`src/rtl/rv_dbg_pkg.sv`:
```
// rtl/rv_dbg_pkg.sv - shared types and constants for the memory dump reader
// Contents: dump FSM state enum, doubleword byte stride, skid FIFO depth and
// the width of the FIFO occupancy count.
package rv_dbg_pkg;

    typedef enum logic [1:0] {
        ST_IDLE  = 2'd0,
        ST_RUN   = 2'd1,
        ST_DRAIN = 2'd2
    } dump_state_e;

    localparam int unsigned DW_STRIDE  = 8;
    localparam int unsigned FIFO_DEPTH = 2;
    localparam int unsigned FIFO_CNT_W = $clog2(FIFO_DEPTH + 1);

endpackage

```
`src/rtl/dump_skid_fifo.sv`:
```
// rtl/dump_skid_fifo.sv - 2-entry skid FIFO holding {address tag, data} words
// Ports:
//   clk, rst_n      clock, asynchronous active-low reset
//   push_i          write push_data_i at the tail
//   push_data_i     entry to store
//   pop_i           drop the head entry (caller guarantees non-empty)
//   head_o          current head entry
//   count_o         current occupancy (0..FIFO_DEPTH)
// Simultaneous push and pop is legal at any occupancy, including full.
module dump_skid_fifo
    import rv_dbg_pkg::*;
#(
    parameter int W = 128
) (
    input  logic                  clk,
    input  logic                  rst_n,
    input  logic                  push_i,
    input  logic [W-1:0]          push_data_i,
    input  logic                  pop_i,
    output logic [W-1:0]          head_o,
    output logic [FIFO_CNT_W-1:0] count_o
);

    localparam int PTR_W = $clog2(FIFO_DEPTH);

    logic [W-1:0]          mem_q [FIFO_DEPTH];
    logic [PTR_W-1:0]      wr_ptr_q;
    logic [PTR_W-1:0]      rd_ptr_q;
    logic [FIFO_CNT_W-1:0] count_q;

    // Pointers wrap naturally because the depth is a power of two.
    always_ff @(posedge clk or negedge rst_n) begin
        if (!rst_n) begin
            wr_ptr_q <= '0;
            rd_ptr_q <= '0;
            count_q  <= '0;
            for (int i = 0; i < FIFO_DEPTH; i++) begin
                mem_q[i] <= '0;
            end
        end else begin
            if (push_i) begin
                mem_q[wr_ptr_q] <= push_data_i;
                wr_ptr_q        <= wr_ptr_q + PTR_W'(1);
            end
            if (pop_i) begin
                rd_ptr_q <= rd_ptr_q + PTR_W'(1);
            end
            case ({push_i, pop_i})
                2'b10:   count_q <= count_q + FIFO_CNT_W'(1);
                2'b01:   count_q <= count_q - FIFO_CNT_W'(1);
                default: count_q <= count_q;
            endcase
        end
    end

    assign head_o  = mem_q[rd_ptr_q];
    assign count_o = count_q;

endmodule

```
`src/rtl/mem_dump_reader.sv`:
```
// rtl/mem_dump_reader.sv - streams a run of doublewords from memory with address tags
// Ports:
//   clk, rst_n                 clock, asynchronous active-low reset
//   start_i, base_addr_i,
//   word_cnt_i                 dump request (base forced doubleword-aligned)
//   busy_o, done_o             dump in progress / one-cycle completion pulse
//   mem_re_o, mem_addr_o,
//   mem_rdata_i                memory read port, data returns one cycle later
//   dout_valid_o, dout_ready_i,
//   dout_data_o, dout_addr_o   output stream of {data, byte address tag}
module mem_dump_reader
    import rv_dbg_pkg::*;
#(
    parameter int XLEN  = 64,
    parameter int CNT_W = 16
) (
    input  logic             clk,
    input  logic             rst_n,
    input  logic             start_i,
    input  logic [XLEN-1:0]  base_addr_i,
    input  logic [CNT_W-1:0] word_cnt_i,
    output logic             busy_o,
    output logic             done_o,
    output logic             mem_re_o,
    output logic [XLEN-1:0]  mem_addr_o,
    input  logic [XLEN-1:0]  mem_rdata_i,
    output logic             dout_valid_o,
    input  logic             dout_ready_i,
    output logic [XLEN-1:0]  dout_data_o,
    output logic [XLEN-1:0]  dout_addr_o
);

    localparam int ENT_W = 2 * XLEN;

    dump_state_e           state_q, state_d;
    logic [XLEN-1:0]       addr_q, addr_d;
    logic [CNT_W-1:0]      remain_q, remain_d;
    logic                  inflight_q, inflight_d;
    logic [XLEN-1:0]       inflight_addr_q, inflight_addr_d;

    logic [FIFO_CNT_W-1:0] fifo_count;
    logic [ENT_W-1:0]      fifo_head;
    logic                  fifo_empty;
    logic                  handshake;
    logic                  fifo_pop;
    logic                  fifo_push;
    logic                  issue;
    logic                  done;
    logic                  accept;
    logic [FIFO_CNT_W:0]   pending;

    assign fifo_empty = (fifo_count == '0);

    // Returning read data bypasses the FIFO when it is empty, so a word is
    // offered on the same cycle its data arrives.
    assign dout_valid_o = !fifo_empty || inflight_q;
    assign handshake    = dout_valid_o && dout_ready_i;
    assign fifo_pop     = handshake && !fifo_empty;
    assign fifo_push    = inflight_q && !(fifo_empty && dout_ready_i);

    assign dout_data_o = !fifo_empty ? fifo_head[XLEN-1:0]
                       : (inflight_q ? mem_rdata_i : '0);
    assign dout_addr_o = !fifo_empty ? fifo_head[ENT_W-1:XLEN]
                       : (inflight_q ? inflight_addr_q : '0);

    // Words owed to the sink after this cycle; a new read may only be
    // issued if the FIFO is guaranteed to have room for its data.
    assign pending = {1'b0, fifo_count}
                   + {{FIFO_CNT_W{1'b0}}, inflight_q}
                   - {{FIFO_CNT_W{1'b0}}, handshake};

    assign issue      = (state_q == ST_RUN) && (pending < (FIFO_CNT_W + 1)'(FIFO_DEPTH));
    assign mem_re_o   = issue;
    assign mem_addr_o = addr_q;

    assign done   = (state_q == ST_DRAIN) && fifo_empty && !inflight_q;
    assign done_o = done;
    assign busy_o = (state_q != ST_IDLE) && !done;

    always_comb begin
        state_d         = state_q;
        addr_d          = addr_q;
        remain_d        = remain_q;
        inflight_d      = issue;
        inflight_addr_d = issue ? addr_q : inflight_addr_q;
        accept          = 1'b0;

        case (state_q)
            ST_IDLE: accept = start_i;
            ST_RUN: begin
                if (issue) begin
                    addr_d   = addr_q + XLEN'(DW_STRIDE);
                    remain_d = remain_q - CNT_W'(1);
                    if (remain_q == CNT_W'(1)) begin
                        state_d = ST_DRAIN;
                    end
                end
            end
            ST_DRAIN: begin
                if (done) begin
                    state_d = ST_IDLE;
                    // busy_o is already low here, so a start is honoured.
                    accept  = start_i;
                end
            end
            default: state_d = ST_IDLE;
        endcase

        // A zero-length dump goes straight to DRAIN, which completes at once.
        if (accept) begin
            if (word_cnt_i != '0) begin
                addr_d   = base_addr_i & ~XLEN'(DW_STRIDE - 1);
                remain_d = word_cnt_i;
                state_d  = ST_RUN;
            end else begin
                state_d  = ST_DRAIN;
            end
        end
    end

    always_ff @(posedge clk or negedge rst_n) begin
        if (!rst_n) begin
            state_q         <= ST_IDLE;
            addr_q          <= '0;
            remain_q        <= '0;
            inflight_q      <= 1'b0;
            inflight_addr_q <= '0;
        end else begin
            state_q         <= state_d;
            addr_q          <= addr_d;
            remain_q        <= remain_d;
            inflight_q      <= inflight_d;
            inflight_addr_q <= inflight_addr_d;
        end
    end

    dump_skid_fifo #(
        .W (ENT_W)
    ) u_fifo (
        .clk         (clk),
        .rst_n       (rst_n),
        .push_i      (fifo_push),
        .push_data_i ({inflight_addr_q, mem_rdata_i}),
        .pop_i       (fifo_pop),
        .head_o      (fifo_head),
        .count_o     (fifo_count)
    );

endmodule

```
`config.mk`:
```
export PLATFORM = sky130hd
export DESIGN_NAME = mem_dump_reader
export DESIGN_NICKNAME = d
export VERILOG_FILES = /design/src/rtl/rv_dbg_pkg.sv /design/src/rtl/dump_skid_fifo.sv /design/src/rtl/mem_dump_reader.sv
export SDC_FILE = /design/constraint.sdc
export NUM_CORES = 1
export LEC_CHECK = 0
export ABC_CLOCK_PERIOD_IN_PS = 7300
export BUFFER_PORTS_ARGS = -buffer_cell sky130_fd_sc_hd__buf_2
export CORE_MARGIN = 2
export CORE_UTILIZATION = 61
export DETAILED_ROUTE_END_ITERATION = 6
export PLACE_DENSITY = 0.86
export SLEW_MARGIN = 20
export SYNTH_ARGS = -nofsm -noshare
export SYNTH_HDL_FRONTEND = slang
export SYNTH_SLANG_ARGS = --single-unit
```
`constraint.sdc`:
```
create_clock -name clk -period 7.3 [get_ports clk]
set_input_delay 2.19 -clock clk [delete_from_list [all_inputs] [get_ports clk]]
set_output_delay 2.19 -clock clk [all_outputs]
set_load 0.02 [all_outputs]
```
==> results of run 1 <==
-- flip-flops by register name, indices dropped and copies added (netlist names) --
register and flops:
inflight_addr_q 61, inflight_q 1, mem_addr_o 61, remain_q 16
state_q 2, u_fifo.count_o 2, u_fifo.mem_q 250, u_fifo.rd_ptr_q 1
u_fifo.wr_ptr_q 1
-- cells in the mapped netlist, types with 11 or more instances --
library cell  instances
dfrtp_1             395
mux2_2              251
nand2_1             246
o21ai_0             172
nand3_1             157
mux2i_1             125
clkbuf_1            104
nor2_1               60
xnor2_1              31
a31oi_1              29
xor2_1               22
nand4_1              19
nor3_1               19
a21oi_1              17
or4_1                17
buf_1                16
or3_1                16
nor4_1               15
and3_1               12
o31ai_1              11
-- path summary, 6_finish.rpt --
kind / start / to / slack [ns] / cells after the start
worst max-delay path: dout_ready_i / mem_re_o / 0.96 / 9
worst min register to register: u_fifo.mem_q[157]$_DFFE_PN0P_ / u_fifo.mem_q[157]$_DFFE_PN0P_ / 0.50 / 1
min in group asynchronous: rst_n / u_fifo.mem_q[138]$_DFFE_PN0P_ / 1.75 / 1
max in group asynchronous: rst_n / mem_addr_o[20]$_DFF_PN0_ / 4.20 / 2
worst max register to register: inflight_q$_DFF_PN0_ / mem_addr_o[43]$_DFF_PN0_ / 2.65 / 10
worst min-delay path: u_fifo.mem_q[157]$_DFFE_PN0P_ / u_fifo.mem_q[157]$_DFFE_PN0P_ / 0.50 / 1
-- through the flow --
stage / total power [mW] / cells / worst slack [ns]
CTS: 11.4 / 2514 / 0.974
floorplan: 7.46 / 1815 / 0.912
global route: 12.1 / 2515 / 0.850
detailed placement: 9.20 / 2438 / 0.983
global placement: 8.95 / 2438 / 1.01
finish: 11.5 / 2516 / 0.957
-- kinds of logic (layout without fill, tap and decap cells) --
| group | count (synthesis) | after routing |
|---|---|---|
| flops | 395 | 395 |
| fa+ha+maj | 6 | 6 |
| mux | 376 | 376 |
| buf+inv | 140 | 438 |
| simple gates | 601 | 601 |
| other cells | 1 | 7 |
| compound gates | 238 | 238 |
| xor+xnor | 53 | 53 |
-- where the power goes --
group          switching (mW)  internal, mW  leakage [nW]  total [mW]
registers               0.927          3.20          4.78        4.13
clock network           0.849          1.33         0.701        2.18
logic                    3.09          2.06          4.88        5.14
total                    4.86          6.59          10.4        11.5
-- layout make-up --
class	count	area, sq um	share of cell area [%]
sequential	395	9890	43.7
inverter	10	37.5	0.166
clock buffer	62	1220	5.38
timing repair buffer	352	1900	8.40
multi-input combinational	1280	8860	39.2
tap	402	503	2.22
clock inverter	14	203	0.896
antenna	1	2.50	0.0111
-- layer usage --
metal  GRT usage, %  share of wire (%)  vias to the layer above
li1               -                  -                     6966
met1           41.4                 41                     7662
met2           47.8                 47                      764
met3           5.72                8.6                      120
met4           11.7                3.7                        0
met5              0                  0                        -
-- cells in the final DEF (no fill, tap or decap), drive strengths merged, types with 5 or more instances in the layout --
| master | synthesis | layout |
|---|---|---|
| a21oi | 17 | 17 |
| a31oi | 29 | 29 |
| and2 | 9 | 9 |
| and3 | 12 | 12 |
| and4 | 9 | 9 |
| buf | 26 | 352 |
| bufinv | 0 | 5 |
| clkbuf | 104 | 62 |
| clkinv | 0 | 8 |
| conb | 1 | 6 |
| dfrtp | 395 | 395 |
| ha | 5 | 5 |
| inv | 10 | 11 |
| mux2 | 251 | 251 |
| mux2i | 125 | 125 |
| nand2 | 247 | 247 |
| nand3 | 157 | 157 |
| nand4 | 21 | 21 |
| nor2 | 60 | 60 |
| nor3 | 19 | 19 |
| nor4 | 16 | 16 |
| o21ai | 172 | 172 |
| o31ai | 11 | 11 |
| or3 | 17 | 17 |
| or4 | 18 | 18 |
| xnor2 | 31 | 31 |
| xor2 | 22 | 22 |
-- worst max-delay path, stage by stage --
cell      delay [ns]
buf_2           0.12
and2_1          0.14
ha_1            0.27
nand2b_1        0.15
fa_1            0.44
xnor2_1         0.35
nand3_2         0.17
inv_2           0.14
buf_2           0.18
==> key figures, run 1 <==
Clock tree
  – Clk root buf: clkbuf_16
  – # hold bufs at CTS: 0
  – CTS HTree Levels: 2
  – CTS buffer count: 41
  – Later-pin clock latency in the skew report: 0.53 ns
  – Clock-pin slew of the registers on the worst-case setup and hold paths: 0.05 ns
  – Clk sinks: 395
  – Post-CTS setup buffers: 0
  – PostCTS Resize Cnt: 0
  – CTS tree: done
  – Bufs on Longest Clock Path: 3

Synthesis
  – Post-Synth Simple-Gate Area: 15.0%
  – Largest family of logic cells by synthesized area: multiplexers
  – Post-synthesis sequential area ratio: 51.4%
  – Ranking of synthesized cells by area: dfrtp_1 (51%), mux2_2 (15%), mux2i_1 (6.5%)
  – Complex-gate fraction of the synthesized area: 6.66%
  – Synth Register Bits: 395
  – Synthesized area: 19200 sq um
  – Syn Inst Count: 1810
  – Async SR Flop Fraction: 100%
  – Adder-Cell Fraction of Synth Area: 0.429%
  – Syn avg cell area: 10.6 sq um
  – Post-Synth XOR/XNOR Area: 2.41%
  – EDFF count, synth: 0
  – Ys flop type: dfrtp_1
  – Synth area leader: dfrtp_1
  – Synth top area share: 51.4%
  – Multiplexer share of the synthesized area: 21.2%
  – Yosys warns: 0
  – Distinct cells, synth: 50

Floorplan
  – Ports: 344
  – Die Area: 33000 sq um
  – Row count: 65
  – Starting density of the core: 61.5%
  – Core area: 31300 sq um
  – Die extent in y: 182 um
  – Die width: 182 um

Final layout
  – Design area: 22600 sq um
  – # fillers: 2194
  – Final Util: 72.2%
  – Final #Nets: 2234
  – Area growth syn-to-layout: 17.5%
  – Share of cells above drive strength 1: 32.4%

Timing
  – Max-slew violations: 0
  – Min cycle time layout: 6.34 ns
  – Slew headroom: 24.8%
  – Clock Skew: 0.0216 ns
  – Worst slew pin tran: 1.12 ns
  – RSZ-0062 raised after global routing: false
  – Final hold violations: 0
  – Min Hold Slack: 0.503 ns
  – Crit share post-route: 86.9%
  – Fmax: 158 MHz
  – # setup viols final: 0
  – Setup TNS: 0 ns

Route
  – Vias per cell: 6.17
  – Vias: 15512
  – DRC viols: 0
  – Routed WL: 50.7 mm
  – Initial DRT Pass Iterations: 5
  – Routed len/inst: 20.2 um
  – Post-route ant nets: 0
  – 1st-iter DRT viols: 1431

Global routing
  – Number of global-route vias before repair: 15130
  – Largest net degree at the start of global routing: 132
  – GRT overflow: 0
  – First-pass GRT wire length: 80.0 mm
  – GRT Total Usage: 30.1%
  – Initial antenna violation count: 1

Critical path
  – CP max FO: 4
  – Arr. time, crit path: 4.15 ns
  – Worst Setup Start Kind: input port
  – CP Capture Type: primary output
  – Crit path kind: in -> out
  – CP required: 5.11 ns

Status
  – Status: finished clean

Power
  – VDD IR max: 0.426 mV
  – Lkg Pwr: 10.4 nW
  – Power Dens Cells: 506 nW/um^2

Placed design
  – Port bufs: 334
  – GP Congestion: 0.917
  – Post-DP HPWL: 32.6 mm
  – Post-DP Area: 21200 sq um

Job
  – Max-cap violations: 0

Min path
  – Hold Crit Class: reg -> reg
Note: power is estimated with default switching activity, not from simulation.
==> run 2, diff against run 1 <==
--- a/config.mk
+++ b/config.mk
@@ -8,10 +8,11 @@
 export ABC_CLOCK_PERIOD_IN_PS = 7300
 export BUFFER_PORTS_ARGS = -buffer_cell sky130_fd_sc_hd__buf_2
 export CORE_MARGIN = 2
-export CORE_UTILIZATION = 61
+export CORE_UTILIZATION = 62
 export DETAILED_ROUTE_END_ITERATION = 6
-export PLACE_DENSITY = 0.86
+export PLACE_DENSITY_LB_ADDON = 0.2
 export SLEW_MARGIN = 20
 export SYNTH_ARGS = -nofsm -noshare
 export SYNTH_HDL_FRONTEND = slang
+export SYNTH_HIERARCHICAL = 1
 export SYNTH_SLANG_ARGS = --single-unit
==> key figures, run 2 <==
Status
  – Status: finished clean

Timing
  – Max-slew violations: 0 (unchanged)
  – Crit share post-route: 86.5% (-0.43 points)
  – Slew headroom: 23.6% (-1.2 points)
  – Fmax: 158 MHz (+0.50%)
  – Worst slew pin tran: 1.15 ns (+0.0286 ns)
  – Clock Skew: 0.0113 ns (-0.0103 ns)
  – # setup viols final: 0 (unchanged)
  – Setup TNS: 0 ns (unchanged)
  – Min cycle time layout: 6.31 ns (-0.0316 ns)
  – RSZ-0062 raised after global routing: false
  – Final hold violations: 0 (unchanged)

Final layout
  – Commonest non-fill, non-tap cell in the layout: nand2_1
  – Flip-flop count of the largest register after layout: 256 (+2.4%)
  – Area growth syn-to-layout: 15.3%
  – Commonest cells after routing, fill and taps aside: nand2_1 (489), dfrtp_1 (399), buf_2 (336)
  – Final #Nets: 2388 (+6.9%)
  – Share of cells above drive strength 1: 35.6% (+3.2 points)
  – Final std cells w/o fill: 2707 (+7.6%)
  – Most flops, register: u_fifo/mem_q

Job
  – Max-cap violations: 0 (unchanged)

Route
  – Routed len/inst: 20.2 um (+0.25%)
  – Post-route ant nets: 0 (unchanged)
  – Vias per cell: 5.93 (-3.8%)
  – Routed WL: 54.7 mm (+7.9%)
  – Initial DRT Pass Iterations: 5 (unchanged)
  – 1st-iter DRT viols: 1113 (-22%)
  – Vias: 16063 (+3.6%)
  – DRC viols: 0 (unchanged)

Synthesis
  – Ranking of synthesized cells by area: dfrtp_1 (49%), mux2_2 (15%), nand2_1 (8.9%)
  – Synth top area share: 48.6% (-2.8 points)
  – Syn Inst Count: 1955 (+8.0%)
  – Most common cell in the netlist: nand2_1
  – EDFF count, synth: 0 (unchanged)
  – Distinct cells, synth: 53 (+6.0%)
  – Synth Register Bits: 401 (+1.5%)
  – Syn avg cell area: 10.6 sq um (-0.69%)
  – Post-synthesis sequential area ratio: 48.6% (-2.8 points)
  – Synth area leader: dfrtp_1
  – Yosys warns: 6 (+6)
  – Synthesized area: 20600 sq um (+7.3%)
  – Async SR Flop Fraction: 100% (unchanged)
  – Ys flop type: dfrtp_1
  – Synth cell count leaders: nand2_1 (492), dfrtp_1 (401), mux2_2 (273)

Critical path
  – CP Capture Type: primary output
  – CP required: 5.11 ns (about the same)
  – Critical Path Start: dout_ready_i
  – Crit path kind: in -> out
  – Arr. time, crit path: 4.12 ns (-0.03 ns)
  – Flop2flop setup slack: 2.50 ns (-0.15 ns)
  – CP max FO: 6 (+2)
  – CP endpoint: mem_re_o
  – RR Endpoint: mem_addr_o[57]$_DFF_PN0_
  – FF-to-FF Start: inflight_q$_DFF_PN0_
  – Worst Setup Start Kind: input port
  – Worst Reg2Reg Path Length in Cells: 11 (+1)

Global routing
  – GRT Total Usage: 31.2% (+1.1 points)
  – Number of global-route vias before repair: 16013 (+5.8%)
  – Largest net degree at the start of global routing: 111 (-16%)
  – Initial antenna violation count: 4 (+3)
  – GRT overflow: 0 (unchanged)
  – First-pass GRT wire length: 88.2 mm (+10%)

Power
  – Power Dens Cells: 527 nW/um^2 (+4.1%)
  – VDD IR max: 0.347 mV (-19%)
  – Lkg Pwr: 11.5 nW (+11%)

Clock tree
  – Later-pin clock latency in the skew report: 0.53 ns (about the same)
  – CTS buffer count: 42 (+2.4%)
  – Clock-pin slew of the registers on the worst-case setup and hold paths: 0.06 ns (about the same)
  – Clk root buf: clkbuf_16
  – Post-CTS setup buffers: 0 (unchanged)
  – # hold bufs at CTS: 0 (unchanged)
  – Clk sinks: 401 (+1.5%)
  – CTS HTree Levels: 2 (unchanged)
  – PostCTS Resize Cnt: 0 (unchanged)
  – Bufs on Longest Clock Path: 3 (unchanged)
  – CTS tree: done

Floorplan
  – Ports: 344 (unchanged)
  – Row count: 66 (+1.5%)
  – Die extent in y: 186 um (+2.7%)
  – Core area: 32700 sq um (+4.4%)
  – Die Area: 34800 sq um (+5.4%)
  – Die width: 186 um (+2.7%)
  – Starting density of the core: 63.1% (+1.7 points)

Placed design
  – Port bufs: 337 (+0.90%)
  – GP Congestion: 0.894 (-2.6%)
  – Placed cells: 2632 (+8.0%)
  – Post-DP HPWL: 34.5 mm (+5.6%)

Min path
  – Hold Crit Class: reg -> reg
==> run 2: cell types whose count changed after synthesis, sizes merged, moves of 9 or more <==
cell / delta
a21oi: -12
buf: +35
clkbuf: -37
mux2: +133
mux2i: -124
nand2: +245
nand3: -9
nand4: +25
nor2: -11
o21ai: -97
==> run 2: kinds of logic after synthesis <==
| family | count (synthesis) | synth area share, % |
|---|---|---|
| other cells | 1 | 0.0182 |
| fa+ha+maj | 6 | 0.400 |
| mux | 385 | 22.8 |
| buf+inv | 143 | 4.28 |
| simple gates | 844 | 18.3 |
| compound gates | 120 | 3.25 |
| flops | 401 | 48.6 |
| xor+xnor | 55 | 2.33 |
==> run 2: stage by stage <==
step	setup WS (ns)	util (%)	instance area (sq um)	power (mW)	hold slack, ns
6_report	0.988	72.8	23800	12.5	0.484
3_5_place_dp	1.05	68.4	22400	10.3	0.476
3_3_place_gp	1.04	68.4	22400	10.1	0.463
5_1_grt	0.938	72.8	23800	13.3	0.502
2_1_floorplan	0.610	-	20700	8.46	0.454
4_1_cts	1.02	72.8	23800	12.5	0.490
==> run 2: worst max-delay path, cell delays in order <==
cell and delay, ns:
buf_2 0.13, and2_1 0.14, ha_1 0.26, nand2b_1 0.15, fa_1 0.54, and3b_1 0.35, nand2_4 0.08, inv_2 0.10
buf_2 0.18
==> run 2: worst min-delay path by stage <==
stage	start	endpoint	slack, ns	depth (start not counted)
3_5_place_dp	u_fifo/mem_q[219]$_DFFE_PN0P_	u_fifo/mem_q[219]$_DFFE_PN0P_	0.48	1
3_3_place_gp	u_fifo/mem_q[219]$_DFFE_PN0P_	u_fifo/mem_q[219]$_DFFE_PN0P_	0.46	1
6_report	u_fifo/mem_q[225]$_DFFE_PN0P_	u_fifo/mem_q[225]$_DFFE_PN0P_	0.48	1
2_1_floorplan	u_fifo/mem_q[207]$_DFFE_PN0P_	u_fifo/mem_q[207]$_DFFE_PN0P_	0.45	1
4_1_cts	u_fifo/mem_q[225]$_DFFE_PN0P_	u_fifo/mem_q[225]$_DFFE_PN0P_	0.49	1
5_1_grt	u_fifo/mem_q[219]$_DFFE_PN0P_	u_fifo/mem_q[219]$_DFFE_PN0P_	0.50	1
==> run 2: area by class of cell <==
type                            count  area [sq um]
Antenna cell                        3          7.51
Clock buffer                       64          1280
Clock inverter                      8           148
Fill cell                        2394          8890
Inverter                           15          56.3
Multi-Input combinational cell   1419          9800
Sequential cell                   401         10000
Tap cell                          442           553
Timing Repair Buffer              355          1920
==> run 2: layer usage <==
metal  track usage, %  wire length, um  up-vias
met3             5.92             4000      113
li1                 -                -     7313
met2             50.2            25900      644
met4             9.83             1650        2
met5                0               13        -
met1             43.3            23100     7991
==> run 2: power by group <==
group / internal (mW) / switching (mW)
sequential: 3.27 / 1.03
clock: 1.35 / 0.872
combinational: 2.54 / 3.49
total: 7.16 / 5.39
